--- src/rtl/attempt_sequencer.sv ---
// -----------------------------------------------------------------------------
// attempt_sequencer
//
// Purpose:
//   Sequences the key_checker block across repeated unlock attempts.
//   - Between attempts, key_checker is held in reset (chk_rst=1) for at least
//     CLEAR_CYCLES cycles. It is released only once no button is pressed, so a
//     held key cannot leak into the next attempt.
//   - Counts consecutive failures. After MAX_FAILS failures it enters a timed
//     lockout.
//   - Latches the unlocked condition until an explicit relock request.
//
// Optional feature (compile-time macro ATTEMPT_SEQUENCER_BACKOFF_EN):
//   Each lockout since the last success or relock doubles the lockout length:
//   LOCK_CYCLES << lockout_count, with the shift capped at 4. The lockout
//   timer gains 4 bits to hold the longest duration. Without the macro, every
//   lockout lasts exactly LOCK_CYCLES cycles.
//
// Ports:
//   clk           in   system clock
//   rst           in   asynchronous active-low reset
//   btn_any       in   high while any KEY button is pressed
//   chk_success   in   key_checker success output
//   chk_fail      in   key_checker fail output
//   relock        in   single-cycle request to leave UNLOCKED
//   chk_rst       out  active-high reset into key_checker (low only in ARMED)
//   unlocked      out  high in UNLOCKED
//   locked_out    out  high in LOCKOUT
//   fail_cnt      out  consecutive failures, saturating at MAX_FAILS
//   attempt_done  out  one-cycle pulse when an attempt resolves
//   state_dbg     out  current FSM state encoding (debug/observability)
//
// All outputs are registered and are derived from the next state. A state
// change therefore shows on the outputs one cycle after the input that caused
// it was sampled.
// -----------------------------------------------------------------------------
module attempt_sequencer #(
  parameter int MAX_FAILS    = 3,
  parameter int LOCK_CYCLES  = 250000000,
  parameter int CLEAR_CYCLES = 4,
  parameter int FAIL_W       = 4
) (
  input  logic              clk,
  input  logic              rst,
  input  logic              btn_any,
  input  logic              chk_success,
  input  logic              chk_fail,
  input  logic              relock,
  output logic              chk_rst,
  output logic              unlocked,
  output logic              locked_out,
  output logic [FAIL_W-1:0] fail_cnt,
  output logic              attempt_done,
  output logic [1:0]        state_dbg
);

  // ---------------------------------------------------------------------------
  // Widths and constants
  // ---------------------------------------------------------------------------
  localparam int CNT_W = $clog2(CLEAR_CYCLES + 1);
`ifdef ATTEMPT_SEQUENCER_BACKOFF_EN
  // Four extra bits hold LOCK_CYCLES shifted left by up to 4.
  localparam int TIMER_W = $clog2(LOCK_CYCLES + 1) + 4;
`else
  localparam int TIMER_W = $clog2(LOCK_CYCLES + 1);
`endif

  localparam logic [CNT_W-1:0]   CNT_RELOAD = CNT_W'(CLEAR_CYCLES - 1);
  localparam logic [FAIL_W-1:0]  FAIL_MAX   = FAIL_W'(MAX_FAILS);
  localparam logic [TIMER_W-1:0] LOCK_LEN   = TIMER_W'(LOCK_CYCLES);

  typedef enum logic [1:0] {
    ST_CLEAR    = 2'd0,
    ST_ARMED    = 2'd1,
    ST_UNLOCKED = 2'd2,
    ST_LOCKOUT  = 2'd3
  } state_e;

  // ---------------------------------------------------------------------------
  // State and registered outputs
  // ---------------------------------------------------------------------------
  state_e              state_q,        state_d;
  logic [CNT_W-1:0]    cnt_q,          cnt_d;
  logic [TIMER_W-1:0]  timer_q,        timer_d;
  logic [FAIL_W-1:0]   fail_cnt_q,     fail_cnt_d;
  logic                chk_rst_q,      chk_rst_d;
  logic                unlocked_q,     unlocked_d;
  logic                locked_out_q,   locked_out_d;
  logic                attempt_done_q, attempt_done_d;

  // Lockout length for the lockout being entered this cycle.
  logic [TIMER_W-1:0]  lock_len;

`ifdef ATTEMPT_SEQUENCER_BACKOFF_EN
  // ---------------------------------------------------------------------------
  // Exponential back-off
  //   lo_cnt_q counts lockouts since the last success or relock. It saturates
  //   at 7. The current count selects the length of the lockout being entered,
  //   so the first lockout lasts LOCK_CYCLES.
  // ---------------------------------------------------------------------------
  logic [2:0] lo_cnt_q, lo_cnt_d;
  logic [2:0] lo_shift;

  always_comb begin
    lo_shift = (lo_cnt_q > 3'd4) ? 3'd4 : lo_cnt_q;
    lock_len = LOCK_LEN << lo_shift;
  end

  always_comb begin
    lo_cnt_d = lo_cnt_q;
    if (state_q == ST_ARMED && state_d == ST_LOCKOUT) begin
      if (lo_cnt_q != 3'd7) begin
        lo_cnt_d = lo_cnt_q + 3'd1;
      end
    end else if (state_q == ST_ARMED && state_d == ST_UNLOCKED) begin
      lo_cnt_d = 3'd0;
    end else if (state_q == ST_UNLOCKED && state_d == ST_CLEAR) begin
      // Leaving UNLOCKED only happens through relock.
      lo_cnt_d = 3'd0;
    end
  end

  always_ff @(posedge clk or negedge rst) begin
    if (!rst) begin
      lo_cnt_q <= 3'd0;
    end else begin
      lo_cnt_q <= lo_cnt_d;
    end
  end
`else
  always_comb begin
    lock_len = LOCK_LEN;
  end
`endif

  // ---------------------------------------------------------------------------
  // Next-state logic
  // ---------------------------------------------------------------------------
  always_comb begin
    state_d        = state_q;
    cnt_d          = cnt_q;
    timer_d        = timer_q;
    fail_cnt_d     = fail_cnt_q;
    attempt_done_d = 1'b0;

    case (state_q)
      ST_CLEAR: begin
        // The counter stops at 0. After that, only a released button lets
        // the attempt start. Checker outputs are stale here and are dropped.
        if (cnt_q != '0) begin
          cnt_d = cnt_q - CNT_W'(1);
        end else if (!btn_any) begin
          state_d = ST_ARMED;
        end
      end

      ST_ARMED: begin
        if (chk_success) begin
          // Success takes priority when both checker outputs are high.
          state_d        = ST_UNLOCKED;
          fail_cnt_d     = '0;
          attempt_done_d = 1'b1;
        end else if (chk_fail) begin
          attempt_done_d = 1'b1;
          // fail_cnt_q stays below MAX_FAILS while ARMED, so this sum cannot
          // wrap. The >= keeps the counter saturated even if it somehow does.
          if ((fail_cnt_q + FAIL_W'(1)) >= FAIL_MAX) begin
            state_d    = ST_LOCKOUT;
            fail_cnt_d = FAIL_MAX;
            timer_d    = lock_len - TIMER_W'(1);
          end else begin
            state_d    = ST_CLEAR;
            fail_cnt_d = fail_cnt_q + FAIL_W'(1);
            cnt_d      = CNT_RELOAD;
          end
        end
      end

      ST_UNLOCKED: begin
        // Checker outputs are ignored. key_checker is held frozen in reset.
        if (relock) begin
          state_d    = ST_CLEAR;
          fail_cnt_d = '0;
          cnt_d      = CNT_RELOAD;
        end
      end

      ST_LOCKOUT: begin
        // Ignores every input. The timer is loaded with length-1 on entry,
        // and the exit fires on the cycle it reads 0. That gives exactly
        // `length` cycles in LOCKOUT.
        if (timer_q == '0) begin
          state_d    = ST_CLEAR;
          fail_cnt_d = '0;
          cnt_d      = CNT_RELOAD;
        end else begin
          timer_d = timer_q - TIMER_W'(1);
        end
      end

      default: begin
        state_d = ST_CLEAR;
        cnt_d   = CNT_RELOAD;
      end
    endcase

    // Registered outputs follow the next state so they line up with it.
    chk_rst_d    = (state_d != ST_ARMED);
    unlocked_d   = (state_d == ST_UNLOCKED);
    locked_out_d = (state_d == ST_LOCKOUT);
  end

  // ---------------------------------------------------------------------------
  // State register
  // ---------------------------------------------------------------------------
  always_ff @(posedge clk or negedge rst) begin
    if (!rst) begin
      state_q        <= ST_CLEAR;
      cnt_q          <= CNT_RELOAD;
      timer_q        <= '0;
      fail_cnt_q     <= '0;
      chk_rst_q      <= 1'b1;
      unlocked_q     <= 1'b0;
      locked_out_q   <= 1'b0;
      attempt_done_q <= 1'b0;
    end else begin
      state_q        <= state_d;
      cnt_q          <= cnt_d;
      timer_q        <= timer_d;
      fail_cnt_q     <= fail_cnt_d;
      chk_rst_q      <= chk_rst_d;
      unlocked_q     <= unlocked_d;
      locked_out_q   <= locked_out_d;
      attempt_done_q <= attempt_done_d;
    end
  end

  // ---------------------------------------------------------------------------
  // Outputs
  // ---------------------------------------------------------------------------
  assign chk_rst      = chk_rst_q;
  assign unlocked     = unlocked_q;
  assign locked_out   = locked_out_q;
  assign fail_cnt     = fail_cnt_q;
  assign attempt_done = attempt_done_q;
  assign state_dbg    = state_q;

endmodule

--- config.mk ---
export PLATFORM = sky130hd
export DESIGN_NAME = attempt_sequencer
export DESIGN_NICKNAME = d
export VERILOG_FILES = /design/src/rtl/attempt_sequencer.sv
export SDC_FILE = /design/constraint.sdc
export NUM_CORES = 1
export LEC_CHECK = 0
export CAP_MARGIN = 15
export CELL_PAD_IN_SITES_DETAIL_PLACEMENT = 0
export CELL_PAD_IN_SITES_GLOBAL_PLACEMENT = 1
export CORE_MARGIN = 4
export CORE_UTILIZATION = 46
export DETAILED_ROUTE_END_ITERATION = 10
export PLACE_DENSITY_LB_ADDON = 0.1
export SLEW_MARGIN = 25
export SYNTH_ARGS = -nofsm -noshare
export SYNTH_HDL_FRONTEND = slang
export SYNTH_SLANG_ARGS = --single-unit
--- constraint.sdc ---
create_clock -name clk -period 2.7 [get_ports clk]
set_input_delay 0.54 -clock clk [delete_from_list [all_inputs] [get_ports clk]]
set_output_delay 0.54 -clock clk [all_outputs]
set_load 0.01 [all_outputs]
# Word-level counts from Yosys, hierarchy flattened
# Index checks and enable logic that the tools add are counted.
# op_classes
n_addsub	3
magnitude_cmp	1
eq_ne	15
mux	29
reduce_logical	8
# ops
operator	n
28-bit two-way mux	4
28-bit one-hot mux with 2 select lines	1
28-bit zero test	1
28-bit by 1-bit subtractor with 28-bit output (second input constant)	1
4-bit two-way mux	5
3-bit two-way mux	6
2-bit != test (second input constant)	8
2-bit two-way mux	7
3-bit one-hot mux with 4 select lines	1
4-bit one-hot mux with 3 select lines	1
2-bit equality test (second input constant)	4
2-bit one-hot mux with 4 select lines	1
6-bit AND reduction	1
3-bit nonzero test	2
5-bit AND reduction	1
4-bit by 1-bit adder with 4-bit output (second input constant)	1
4-bit by 2-bit greater-or-equal comparator with 1-bit output (second input constant)	1
4-bit AND reduction	1
1-bit two-way mux	3
3-bit != test (second input constant)	1
3-bit by 1-bit subtractor with 3-bit output (second input constant)	1
2-bit by 1-bit equality test with 1-bit output (second input constant)	1
2-bit zero test	1
2-bit by 1-bit != test with 1-bit output (second input constant)	1
2-bit nonzero test	1
# word_totals
regBits	41
in_bits	6
out_inout_bits	10

# Logic depth before layout (Yosys ltp)
# logic_depth
ltp_word	7
depth_mapped	8
depth_no_buf	7

# Least setup slack after synthesis
# No wires, ideal clock.
# synth_timing
kind	reg2reg
start	reg timer_q[0]
end	reg fail_cnt_q[1] (netlist: fail_cnt[1])
setup_time_ns	0.128
arrival_time_ns	1.876
required_ns	2.572
path_slack_ns	0.697
stages_incl_launch_ff	8
n_path_buf	0
synth_period_minus_slack_ns	2.003
path_cell_list	dfrtp_1 > inv_1 > ha_1 > nor3b_2 > nand4_1 > o41ai_2 > a21oi_1 > mux2_1
# synth_between
elab_chain_len	3
# synth_rtl
item	line	source
start: declaration	84	logic [TIMER_W-1:0] timer_q, timer_d;
start signal: assignment	229	timer_q <= timer_d;
28-bit zero test	192	if (timer_q == '0) begin
2-bit != test (no line)	-	
4-bit AND reduction (no line)	-	
end signal: assignment	230	fail_cnt_q <= fail_cnt_d;
end: declaration	85	logic [FAIL_W-1:0] fail_cnt_q, fail_cnt_d;
# Every way passes these cells.
# A chain may end at the register's enable or synchronous reset.

# Worst setup path after layout
# layout_timing
start	reg timer_q[15]
end	reg timer_q[6]
# layout_between
elab_chain_len	3
# layout_rtl
item	line
28-bit zero test	192
2-bit != test (no line)	-
5-bit AND reduction (no line)	-
# Every way passes these cells.

==> summary.txt <==
Clock network
  • Clock tree from TritonCTS: built
  • Resize count post-CTS: 0
  • Post-CTS setup buffer count: 0
  • Library cell used as clock root buffer: clkbuf_8
  • Hold_buf cts: 0
  • Clock latency at the later pin of the worst-skew pair: 0.30 ns
  • Post-CTS clock slew at the launch and capture registers of the worst setup and hold paths: 0.09 ns
  • Clock tree buffer depth: 2
  • CTS sink cnt: 41
  • H-tree Lvls: 2
  • Number of buffers created by CTS: 5

Cells and area
  • Post-layout net count: 280
  • Most frequent standard cell in the layout excluding fill and tap cells: dfrtp_1
  • Area growth syn-to-layout: 15.9%
  • Diode insertion count for antenna repair: 0
  • Commonest cells after routing, fill and taps aside: dfrtp_1, nor2_1, a21oi_1
  • Proportion of layout cells with a drive suffix above 1: 13.0%

STA
  • Highest attainable clock frequency: 453 MHz
  • Post-route minimum period: 2.21 ns
  • Setup repair after global routing missed its margin: no
  • Post-route fraction of the period consumed by the critical path: 81.7%
  • Pins Over Slew Limit: 0
  • Worst-case clock skew: 0.0107 ns
  • Max_slew headroom: 59.4%
  • Worst hold slack across all endpoints: 0.293 ns
  • Final setup violation count: 0
  • Final-report hold violation count: 0
  • Setup_tns: 0 ns
  • Tightest Pin Transition: 0.603 ns

Logic synthesis
  • Per-instance average area after synthesis: 9.61 µm²
  • Mapped Area: 2360 µm²
  • Post-synthesis cell count: roughly 250
  • Number of warnings issued by yosys: 0
  • Area share of the leading cell type in the synthesized netlist: 40.2%
  • Area leader, netlist: dfrtp_1
  • Cell variety after synth: 56
  • Number of flops mapped to enable cells by yosys: 0
  • Flop and latch count out of synthesis: 41
  • Leading cell types by total area after synthesis: dfrtp_1, a21oi_1, dfstp_2
  • Share of synthesized area occupied by flip-flops and latches: 43.5%
  • Synthesized Nets: between 200 and 300
  • Most used DFF post-synth: dfrtp_1
  • Async S/R FF share, synth: 100%

Floorplan
  • Initial cell density of the core: 48.8%
  • Std cell rows: 25
  • # IOs: 16
  • Horizontal die dimension: roughly 80 µm
  • Full die area: 6350 µm²
  • Core region area: 4850 µm²
  • Height of the chip: 79.7 µm

GRT
  • Total congestion overflow after global routing: 0
  • Maximum number of pins on one net before global-route repair: 42
  • First-pass GRT wire length: between 9000 and 10000 µm
  • Via count of the first global-routing pass: around 1800
  • Total GRT Usage: 18.4%
  • Antenna violations before repair: 0

Place
  • Weighted congestion reported at the end of routability-driven placement: approximately 0.8
  • Count of buffers inserted at the top-level ports: 15
  • Hpwl dp: 3680 µm

Detailed routing
  • Uppermost layer routed: met4
  • Met3 Routed Length: approximately 160 µm
  • Initial drt markers: 56
  • Average routed wire per standard cell: 15.6 µm
  • Total number of vias: between 1500 and 2000
  • Routed wire length on met2: roughly 2400 µm
  • DRT antenna net count: 0
  • DRC violations left: 0
  • Average via count per standard cell: roughly 5.9
  • Total wire length: 5250 µm
  • Total iterations of the first detailed-routing run: 4
  • DRT met1 WL: between 2000 and 3000 µm

Critical path
  • Buffers and inverters on the worst path: 1
  • Critical path required time: between 2 and 3 ns
  • Internal reg-to-reg setup slack: about 0.5 ns
  • Cells along the critical path: nor4_2 > nand3b_2 > o31ai_2 > buf_4 > nand2_4 > a22o_1
  • Top Family by Delay on Critical Path: simple AND/OR/NAND/NOR gates
  • Worst setup path category: register to register
  • CP max stage delay: 0.48 ns
  • Maximum net fanout on the critical path: 11
  • Nature of the critical path endpoint: register
  • Arrival time worst endpoint: 2.40 ns
  • Cell with the largest stage delay on the worst path: dfrtp_1
  • Critical Path Start Type: register

Job
  • Number of max-cap violations: 0

Power and ir drop
  • Max rail drop VDD: 0.000359 V
  • Leakage power: between 0.001 and 0.0015 µW
  • P per Cell Area: 859 nW/µm²

Min path
  • Hold WC Path Type: primary input to async pin

Status
  • Result of the run: completed
[path summary, 6_finish.rpt]
kind	start	to	cells after the start
min in group clk	cnt_q[0]	cnt_q[0]	2
max in group asynchronous	rst	cnt_q[0]	2
worst min-delay path	rst	cnt_q[2]	2
worst min register to register	cnt_q[0]	cnt_q[0]	2
worst max register to register	timer_q[15]	timer_q[6]	6
worst max-delay path	timer_q[15]	timer_q[6]	6
[power by group]
| group | switching [µW] | internal [µW] | leakage [µW] |
|---|---|---|---|
| Combinational | 350 | 362 | 0.000524 |
| Sequential | 279 | 837 | 0.000466 |
| Clock | 227 | 301 | 0.0000574 |
[area by class of cell]
class	count	area, µm²
fill	438	2110
sequential	41	1030
clock inverter	2	37.5
timing repair buffer	23	205
clock buffer	6	82.6
multi-input combinational	188	1260
inverter	10	37.5
tap	67	83.8
[Yosys cell counts, types with 7 or more instances]
cell type	n
a21oi_1	19
dfrtp_1	38
inv_1	10
nand2_1	15
nand3_1	9
nor2_1	20
nor3_1	8
o21ai_0	7
[routing by layer]
layer | global-route usage (%) | up-vias
li1 | - | 992
met1 | 25.8 | 962
met2 | 28.0 | 23
met3 | 3.72 | 7
met4 | 6.70 | 0
met5 | 0 | -
[per-stage QoR]
| stage | cells | util (%) | setup slack, ns | instance area, µm² | total power (µW) |
|---|---|---|---|---|---|
| 6_report | 337 | 56.5 | 0.495 | 2740 | 2360 |
| 5_1_grt | 337 | 56.5 | 0.324 | 2740 | 2530 |
| 4_1_cts | 337 | 56.5 | 0.508 | 2740 | 2370 |
| 3_5_place_dp | 329 | 54.1 | 0.328 | 2620 | 1840 |
| 3_3_place_gp | 329 | 54.1 | 0.391 | 2620 | 1830 |
| 2_1_floorplan | 246 | - | 0.697 | 2360 | 1580 |
[cells by family after synthesis]
logic type | Yosys count | synth area share [%]
flops | 41 | 43.5
xor+xnor | 1 | 0.370
compound gates | 72 | 20.8
mux | 4 | 1.75
buf+inv | 17 | 2.96
simple gates | 106 | 27.9
fa+ha+maj | 5 | 2.65
[registers in the layout, summed over array words and instances, names as in the netlist]
register and cells:
unlocked 1, fail_cnt 4, cnt_q 3, state_dbg 2, timer_q 28, attempt_done 1, chk_rst 1, locked_out 1
No activity file was read; power rests on OpenSTA's default activity.
